`src/rtl/ram_port_arbiter.sv`:
```
// ram_port_arbiter: shares one single-port RAM between a CPU and a JTAG bridge, one access per three cycles.
// Define RAM_ARB_ROUND_ROBIN_EN to alternate grants on simultaneous requests; otherwise the CPU always wins.
//
// state  | meaning
// IDLE   | sample requests, latch the winner's command
// ACCESS | single RAM strobe driven from the latched command
// DONE   | read data returned and ack pulsed to the owner
module ram_port_arbiter #(
    parameter int AW = 12,
    parameter int DW = 32
) (
    input  logic          clk_i,
    input  logic          rstn_i,
    input  logic          cpu_req_i,
    input  logic          cpu_we_i,
    input  logic [AW-1:0] cpu_addr_i,
    input  logic [DW-1:0] cpu_wdata_i,
    output logic          cpu_ack_o,
    output logic [DW-1:0] cpu_rdata_o,
    input  logic          jtag_req_i,
    input  logic          jtag_we_i,
    input  logic [AW-1:0] jtag_addr_i,
    input  logic [DW-1:0] jtag_wdata_i,
    output logic          jtag_ack_o,
    output logic [DW-1:0] jtag_rdata_o,
    output logic          ram_en_o,
    output logic          ram_we_o,
    output logic [AW-1:0] ram_addr_o,
    output logic [DW-1:0] ram_wdata_o,
    input  logic [DW-1:0] ram_rdata_i
);

`ifdef RAM_ARB_ROUND_ROBIN_EN
    localparam bit RR_ENABLE = 1'b1;
`else
    localparam bit RR_ENABLE = 1'b0;
`endif

    typedef enum logic [1:0] {
        S_IDLE   = 2'd0,
        S_ACCESS = 2'd1,
        S_DONE   = 2'd2
    } state_t;

    state_t        state_q, state_d;
    logic          owner_q;        // 0 = CPU, 1 = JTAG
    logic          we_q;
    logic          last_owner_q;
    logic [AW-1:0] addr_q;
    logic [DW-1:0] wdata_q;
    logic [DW-1:0] cpu_rdata_q;
    logic [DW-1:0] jtag_rdata_q;
    logic          grant_valid;
    logic          grant_owner;

    // With fairness off the tie always resolves to the CPU; last_owner is then only bookkeeping.
    always_comb begin
        grant_valid = cpu_req_i | jtag_req_i;
        if (cpu_req_i && jtag_req_i) begin
            grant_owner = RR_ENABLE & ~last_owner_q;
        end else begin
            grant_owner = ~cpu_req_i;
        end
    end

    always_ff @(posedge clk_i or negedge rstn_i) begin
        if (!rstn_i) begin
            state_q <= S_IDLE;
        end else begin
            state_q <= state_d;
        end
    end

    always_comb begin
        state_d    = state_q;
        ram_en_o   = 1'b0;
        ram_we_o   = 1'b0;
        cpu_ack_o  = 1'b0;
        jtag_ack_o = 1'b0;
        case (state_q)
            S_IDLE: begin
                if (grant_valid) begin
                    state_d = S_ACCESS;
                end
            end
            S_ACCESS: begin
                ram_en_o = 1'b1;
                ram_we_o = we_q;
                state_d  = S_DONE;
            end
            S_DONE: begin
                cpu_ack_o  = ~owner_q;
                jtag_ack_o = owner_q;
                state_d    = S_IDLE;
            end
            default: begin
                state_d = S_IDLE;
            end
        endcase
    end

    always_ff @(posedge clk_i or negedge rstn_i) begin
        if (!rstn_i) begin
            owner_q      <= 1'b0;
            we_q         <= 1'b0;
            last_owner_q <= 1'b1;
            addr_q       <= '0;
            wdata_q      <= '0;
        end else if (state_q == S_IDLE && grant_valid) begin
            owner_q      <= grant_owner;
            last_owner_q <= grant_owner;
            we_q         <= grant_owner ? jtag_we_i    : cpu_we_i;
            addr_q       <= grant_owner ? jtag_addr_i  : cpu_addr_i;
            wdata_q      <= grant_owner ? jtag_wdata_i : cpu_wdata_i;
        end
    end

    // RAM data arrives during DONE, so the owner sees it straight through while the register catches it.
    always_ff @(posedge clk_i or negedge rstn_i) begin
        if (!rstn_i) begin
            cpu_rdata_q  <= '0;
            jtag_rdata_q <= '0;
        end else begin
            if (cpu_ack_o && !we_q) begin
                cpu_rdata_q <= ram_rdata_i;
            end
            if (jtag_ack_o && !we_q) begin
                jtag_rdata_q <= ram_rdata_i;
            end
        end
    end

    assign cpu_rdata_o  = (cpu_ack_o && !we_q)  ? ram_rdata_i : cpu_rdata_q;
    assign jtag_rdata_o = (jtag_ack_o && !we_q) ? ram_rdata_i : jtag_rdata_q;
    assign ram_addr_o   = addr_q;
    assign ram_wdata_o  = wdata_q;

endmodule

```
`config.mk`:
```
export PLATFORM = sky130hd
export DESIGN_NAME = ram_port_arbiter
export DESIGN_NICKNAME = d
export VERILOG_FILES = /design/src/rtl/ram_port_arbiter.sv
export SDC_FILE = /design/constraint.sdc
export NUM_CORES = 1
export LEC_CHECK = 0
export BUFFER_PORTS_ARGS = -buffer_cell sky130_fd_sc_hd__buf_4
export CAP_MARGIN = 30
export CORE_MARGIN = 10
export CORE_UTILIZATION = 46
export DETAILED_ROUTE_END_ITERATION = 6
export PLACE_DENSITY = 0.9
export SLEW_MARGIN = 20
export SYNTH_ARGS = -nofsm -noshare
export SYNTH_HDL_FRONTEND = slang
export SYNTH_SLANG_ARGS = --single-unit
```
`constraint.sdc`:
```
create_clock -name clk_i -period 1.7 [get_ports clk_i]
set_clock_uncertainty 0.05 [all_clocks]
set_input_delay 0.085 -clock clk_i [delete_from_list [all_inputs] [get_ports clk_i]]
set_output_delay 0.085 -clock clk_i [all_outputs]
set_load 0.01 [all_outputs]
```
==> results of run 1 <==
critical path, cell delays in order, from the launching register on:
cell and delay, ps:
dfrtp_1 440, and3b_2 280, nor2b_4 190, buf_6 140, clkbuf_16 160, mux2_4 320, buf_6 130
layer usage:
layer | track usage (%) | wire (um)
met1 | 22.1 | 6790
met2 | 39.4 | 10400
met3 | 6.70 | 1600
met4 | 8.81 | 522
met5 | 0 | 0
state kept, by name, summed over array words and instances (netlist names):
name,cells
we_q,1
ram_wdata_o,32
owner_q,1
cpu_rdata_q,32
jtag_rdata_q,32
ram_addr_o,12
state_q,2
per-stage QoR:
step                      hold WS (ps)  power, mW  instances  util [%]
after detailed placement          67.8       11.1        663      66.3
after floorplan                   -261       7.69        295         -
after global placement            56.3       10.8        663      66.3
after global routing             -1.27       15.9        805      84.4
after CTS                        0.143       13.3        782      78.9
final                             5.96       15.2        807      84.5
path summary, 6_finish.rpt:
check	end	slack (ps)	cells after the start
setup / recovery	jtag_rdata_o[10]	-490	6
setup reg to reg	jtag_rdata_q[9]	-90	6
max in group asynchronous	owner_q	1080	3
hold / removal	ram_wdata_o[16]	6	3
hold reg to reg	ram_wdata_o[14]	450	1
min in group asynchronous	cpu_rdata_q[25]	220	3
placed cells by master, fill, tap and decap left out, drive strengths merged:
cell type,Yosys,layout
and2,1,1
diode,0,6
nand2b,1,1
clkbuf,0,11
mux2,154,154
buf,17,276
dlygate4sd3,0,93
a21oi,2,2
inv,0,2
bufinv,0,2
and3b,1,1
nor2b,3,3
o21a,1,1
dfrtp,112,112
nor2,2,2
nor3,1,1
clkinv,0,3
timing repair:
action,CTS,global route
resized for setup,9,119
hold endpoints to repair,209,0
hold buffers,93,0
cloned,2,2
buffers inserted,8,19
setup endpoints to repair,64,66
report_power, final:
| group | internal, mW | leakage, nW | switching [mW] |
|---|---|---|---|
| Combinational | 5.13 | 2.70 | 3.48 |
| Sequential | 4.01 | 1.34 | 0.693 |
| Clock | 0.864 | 0.119 | 1.00 |
cell type report:
class / count / area [um2]
fillers: 479 / 1610
repair buffers: 371 / 3460
well taps: 136 / 170
clock buffers: 9 / 124
diodes: 6 / 15.0
clock inverters: 7 / 114
multi-input cells: 166 / 2070
flip-flops and latches: 112 / 2810
cell usage after synthesis:
master and number:
buf_6 5, and3b_1 1, nor2_1 2, mux2_4 30, nor2b_1 2, buf_12 3
nor2b_4 1, nor3_2 1, o21a_1 1, dfrtp_1 112, buf_4 9, mux2_2 73
and2_1 1, nand2b_1 1, a21oi_1 2, mux2_1 51
cells by family after synthesis:
group                  count (synthesis)  synth area share (%)
AO/OA/AOI/OAI                          3                 0.356
buffers and inverters                 17                  3.74
flip-flops                           112                  57.0
multiplexers                         154                  37.6
AND/OR/NAND/NOR                        9                  1.32
==> impl_metrics.yaml, run 1 <==
run_status:
  status: "finished with violations"
  violations: "setup timing"
timing:
  min_period_ps: 2190
  slew_headroom_pct: 77.6
  report.final.hold_viol_count: 0
  slew_violations: 0
  setup_viol: 83
  tightest_slew_ps: 336
  rsz0062_at_grt: "true"
  fmax_ghz: 0.457
  fin_crit_sh_pct: 129
  final.setup.tns_ps: -26690
  fin_ws_ps: -488
drt:
  ant_nets: 0
  drtPass1Iterations: 4
  drc: 0
  drt-initial-drc-count: 217
  wl_per_cell_um: 24.0
  vias: 4092
  via_per_inst: 5.07
  wirelength_um: 19400
layout:
  drive_above_1_share_pct: 62.7
  final_cell_area_um2: 8760
  synthToLayoutAreaGrowth_pct: 78.2
  nets: 786
worst_hold_path:
  hold_class: "in2reg"
  worstHoldStart: "jtag_wdata_i[16]"
logic_synthesis:
  avgSynthCellArea_um2: 16.7
  synthCells: 295
  synth_top_area_share_pct: 57.0
  syn-num-nets: 421
  synth_area_leader_cell: "dfrtp_1"
  netlist_area_um2: 4920
  synth_cell_types: 16
  yosysWarnings: 0
  synth-seq-cells: 112
  synth-seq-area-share_pct: 57.0
  yosys-top-cells-area: "dfrtp_1 57%, mux2_2 17%, mux2_1 12%"
clock_tree:
  htree_num_levels: 3
  cts.sinks: 112
  cts_buffers: 9
  cts-root-buf: "clkbuf_8"
  path_clk_slew_ps: 110
  cts_buffer_depth: 2
  clk_latency_ps: 380
  cts_tree: "done"
worst_setup_path:
  critPathLaunchType: "flip-flop"
  worstPathRequired_ps: 1560
  startpoint: "state_q[0]"
  arrival_ps: 2050
  crit_type: "reg2out"
  crit_fanout: 7
  worstReg2RegStart: "state_q[0]"
  critPathCaptureType: "output port"
global_routing:
  grt_overflow: 0
  grt_first_pass_wirelength_um: 25200
  antenna_found_initial: 4
  grt_max_degree: 61
  grt_pass1_vias: 4538
  track_usage_pct: 21.5
die:
  ios: 238
  die_width_um: 123
  initial_core_util_pct: 47.4
  die-area_um2: 15200
  core-area_um2: 10400
  die_y_um: 123
  rows: 37
place:
  gp_congestion: 0.826
  port_buffers: 237
  place_ws_ps: -21.8
  dp_hpwl_um: 11000
  placed_area_um2: 6880
power:
  p_leak_nw: 4.16
  ir_worst_vdd_uv: 1210
  power_density_nw_per_um2: 1730
job:
  cap_violations: 0
Power figures use the tool's default switching activity.
==> run 2, diff against run 1 <==
- clock period: 1.7 -> 2.4 ns (I/O delays scaled with it)
==> run 2 against run 1 <==
Net effect:
- the run now ends clean
- first-iteration DRC count decreased by 53%
- worst setup slack improved by 730 ps
- critical path depth decreased by 1
- total power decreased by 43%
- design area decreased by 17%
==> impl_metrics.yaml, run 2 (same netlist as run 1, synthesis figures left out) <==
run_status:
  status: "completed"
timing:
  slew_violations: 0
  holdWs_ps: 22.7
  setup_viol: 0
  min_period_ps: 2160
  final.setup.tns_ps: 0
  tightest_slew_ps: 722
  report.final.hold_viol_count: 0
  fin_ws_ps: 239
  rsz0062_at_grt: "false"
  fin_crit_sh_pct: 90.0
  fmax_ghz: 0.463
  slew_headroom_pct: 51.9
power:
  p_leak_nw: 3.48
  ir_worst_vdd_uv: 764
  p_total_mw: 8.69
  power_density_nw_per_um2: 1190
die:
  core-area_um2: 10400
  die-area_um2: 15200
  initial_core_util_pct: 47.4
  die_width_um: 123
  rows: 37
  die_y_um: 123
  ios: 238
global_routing:
  grt_overflow: 0
  grt_first_pass_wirelength_um: 20800
  antenna_found_initial: 0
  grt_max_degree: 58
  track_usage_pct: 17.7
  grt_pass1_vias: 3932
drt:
  drtPass1Iterations: 4
  vias: 3410
  wl_per_cell_um: 19.9
  wirelength_um: 14000
  drt-initial-drc-count: 102
  via_per_inst: 4.84
  ant_nets: 0
  drc: 0
clock_tree:
  path_clk_slew_ps: 90
  cts_buffer_depth: 2
  cts_buffers: 9
  cts-root-buf: "clkbuf_8"
  cts.repair.resized: 0
  cts_tree: "done"
  cts.sinks: 112
  htree_num_levels: 3
  cts_setup_buffers: 0
  clk_latency_ps: 360
layout:
  layout_commonest_cell: "buf_4"
  drive_above_1_share_pct: 63.6
  utilization_pct: 70.2
  nets: 691
  synthToLayoutAreaGrowth_pct: 48.1
  final_cell_mix: "239 x buf_4, 112 x dfrtp_1, 73 x mux2_2, 51 x mux2_1, 33 x dlygate4sd3_1"
  n_antenna_cell: 0
worst_setup_path:
  crit_fanout: 22
  cpLargestDelayFamily: "simple AND/OR/NAND/NOR gates"
  reg2reg_to: "ram_wdata_o[31]"
  cp_slowest_cell: "dfrtp_1"
  worstPathRequired_ps: 2230
  worstReg2RegStart: "state_q[1]"
  crit_type: "reg2out"
  path_buf_inv: 2
  critPathCaptureType: "output port"
  cp-endpoint: "jtag_rdata_o[0]"
  startpoint: "owner_q"
  crit_path_cell_trace: "and3b_1 > nor2b_4 > buf_12 > mux2_2 > buf_4"
  r2r_slack_ps: 610
  cp_slowest_stage_delay_ps: 440
  worstRegToRegCells: 4
  crit_cells: 5
  critPathLaunchType: "flip-flop"
  arrival_ps: 1990
place:
  place_ws_ps: 603
  dp_hpwl_um: 10700
  gp_congestion: 0.807
  port_buffers: 237
job:
  cap_violations: 0
worst_hold_path:
  hold_class: "in2reg"
## run 2: cell types whose count changed in the layout (fill, tap and decap cells not counted), sizes merged
cell	before	now
dlygate4sd3	93	33
bufinv	2	0
clkbuf	11	12
inv	2	0
diode	6	0
buf	276	243
## run 2: area by class of cell
type	instances	area (um2)
clock buffers	12	145
clock inverters	3	18.8
fillers	713	3090
multi-input cells	166	1940
flip-flops and latches	112	2800
well taps	136	170
repair buffers	276	2200
## run 2: worst min-delay path, stage by stage
cell	delay [ps]
buf_4	80
a21oi_1	50
a21oi_1	130
## run 2: layer usage
layer,global-route usage (%),wire length (um),part of all wire (%),up-vias
met5,0,0,0,-
met4,7.57,366,2.6,0
met3,7.29,1470,10,22
met2,32.7,7430,53,153
met1,16.8,4760,34,1653
li1,-,-,-,1582
## run 2: where the power goes
| group | total (mW) | switching [mW] | internal [mW] |
|---|---|---|---|
| registers | 3.24 | 0.399 | 2.84 |
| clock network | 0.984 | 0.583 | 0.401 |
| logic | 4.47 | 1.95 | 2.53 |
## run 2: per-stage QoR
step / cell area [um2] / instances
floorplan: 4920 / 295
global placement: 6780 / 657
detailed placement: 6780 / 657
CTS: 7280 / 705
global route: 7280 / 705
finish: 7280 / 705
## run 2: worst min path at each step
stage | startpoint | endpoint | slack [ps] | cells after the start
2_1_floorplan | rstn_i | cpu_rdata_q[0] | -230 | 0
3_3_place_gp | rstn_i | cpu_rdata_q[23] | 160 | 1
3_5_place_dp | rstn_i | cpu_rdata_q[29] | 180 | 1
4_1_cts | jtag_req_i | owner_q | 1 | 3
5_1_grt | jtag_req_i | owner_q | 10 | 3
6_report | jtag_req_i | owner_q | 20 | 3
## run 2: repair_timing
| action | CTS | global route |
|---|---|---|
| setup endpoints to repair | 0 | 0 |
| endpoints found under the hold margin | 120 | 0 |
| hold buffers | 33 | 0 |
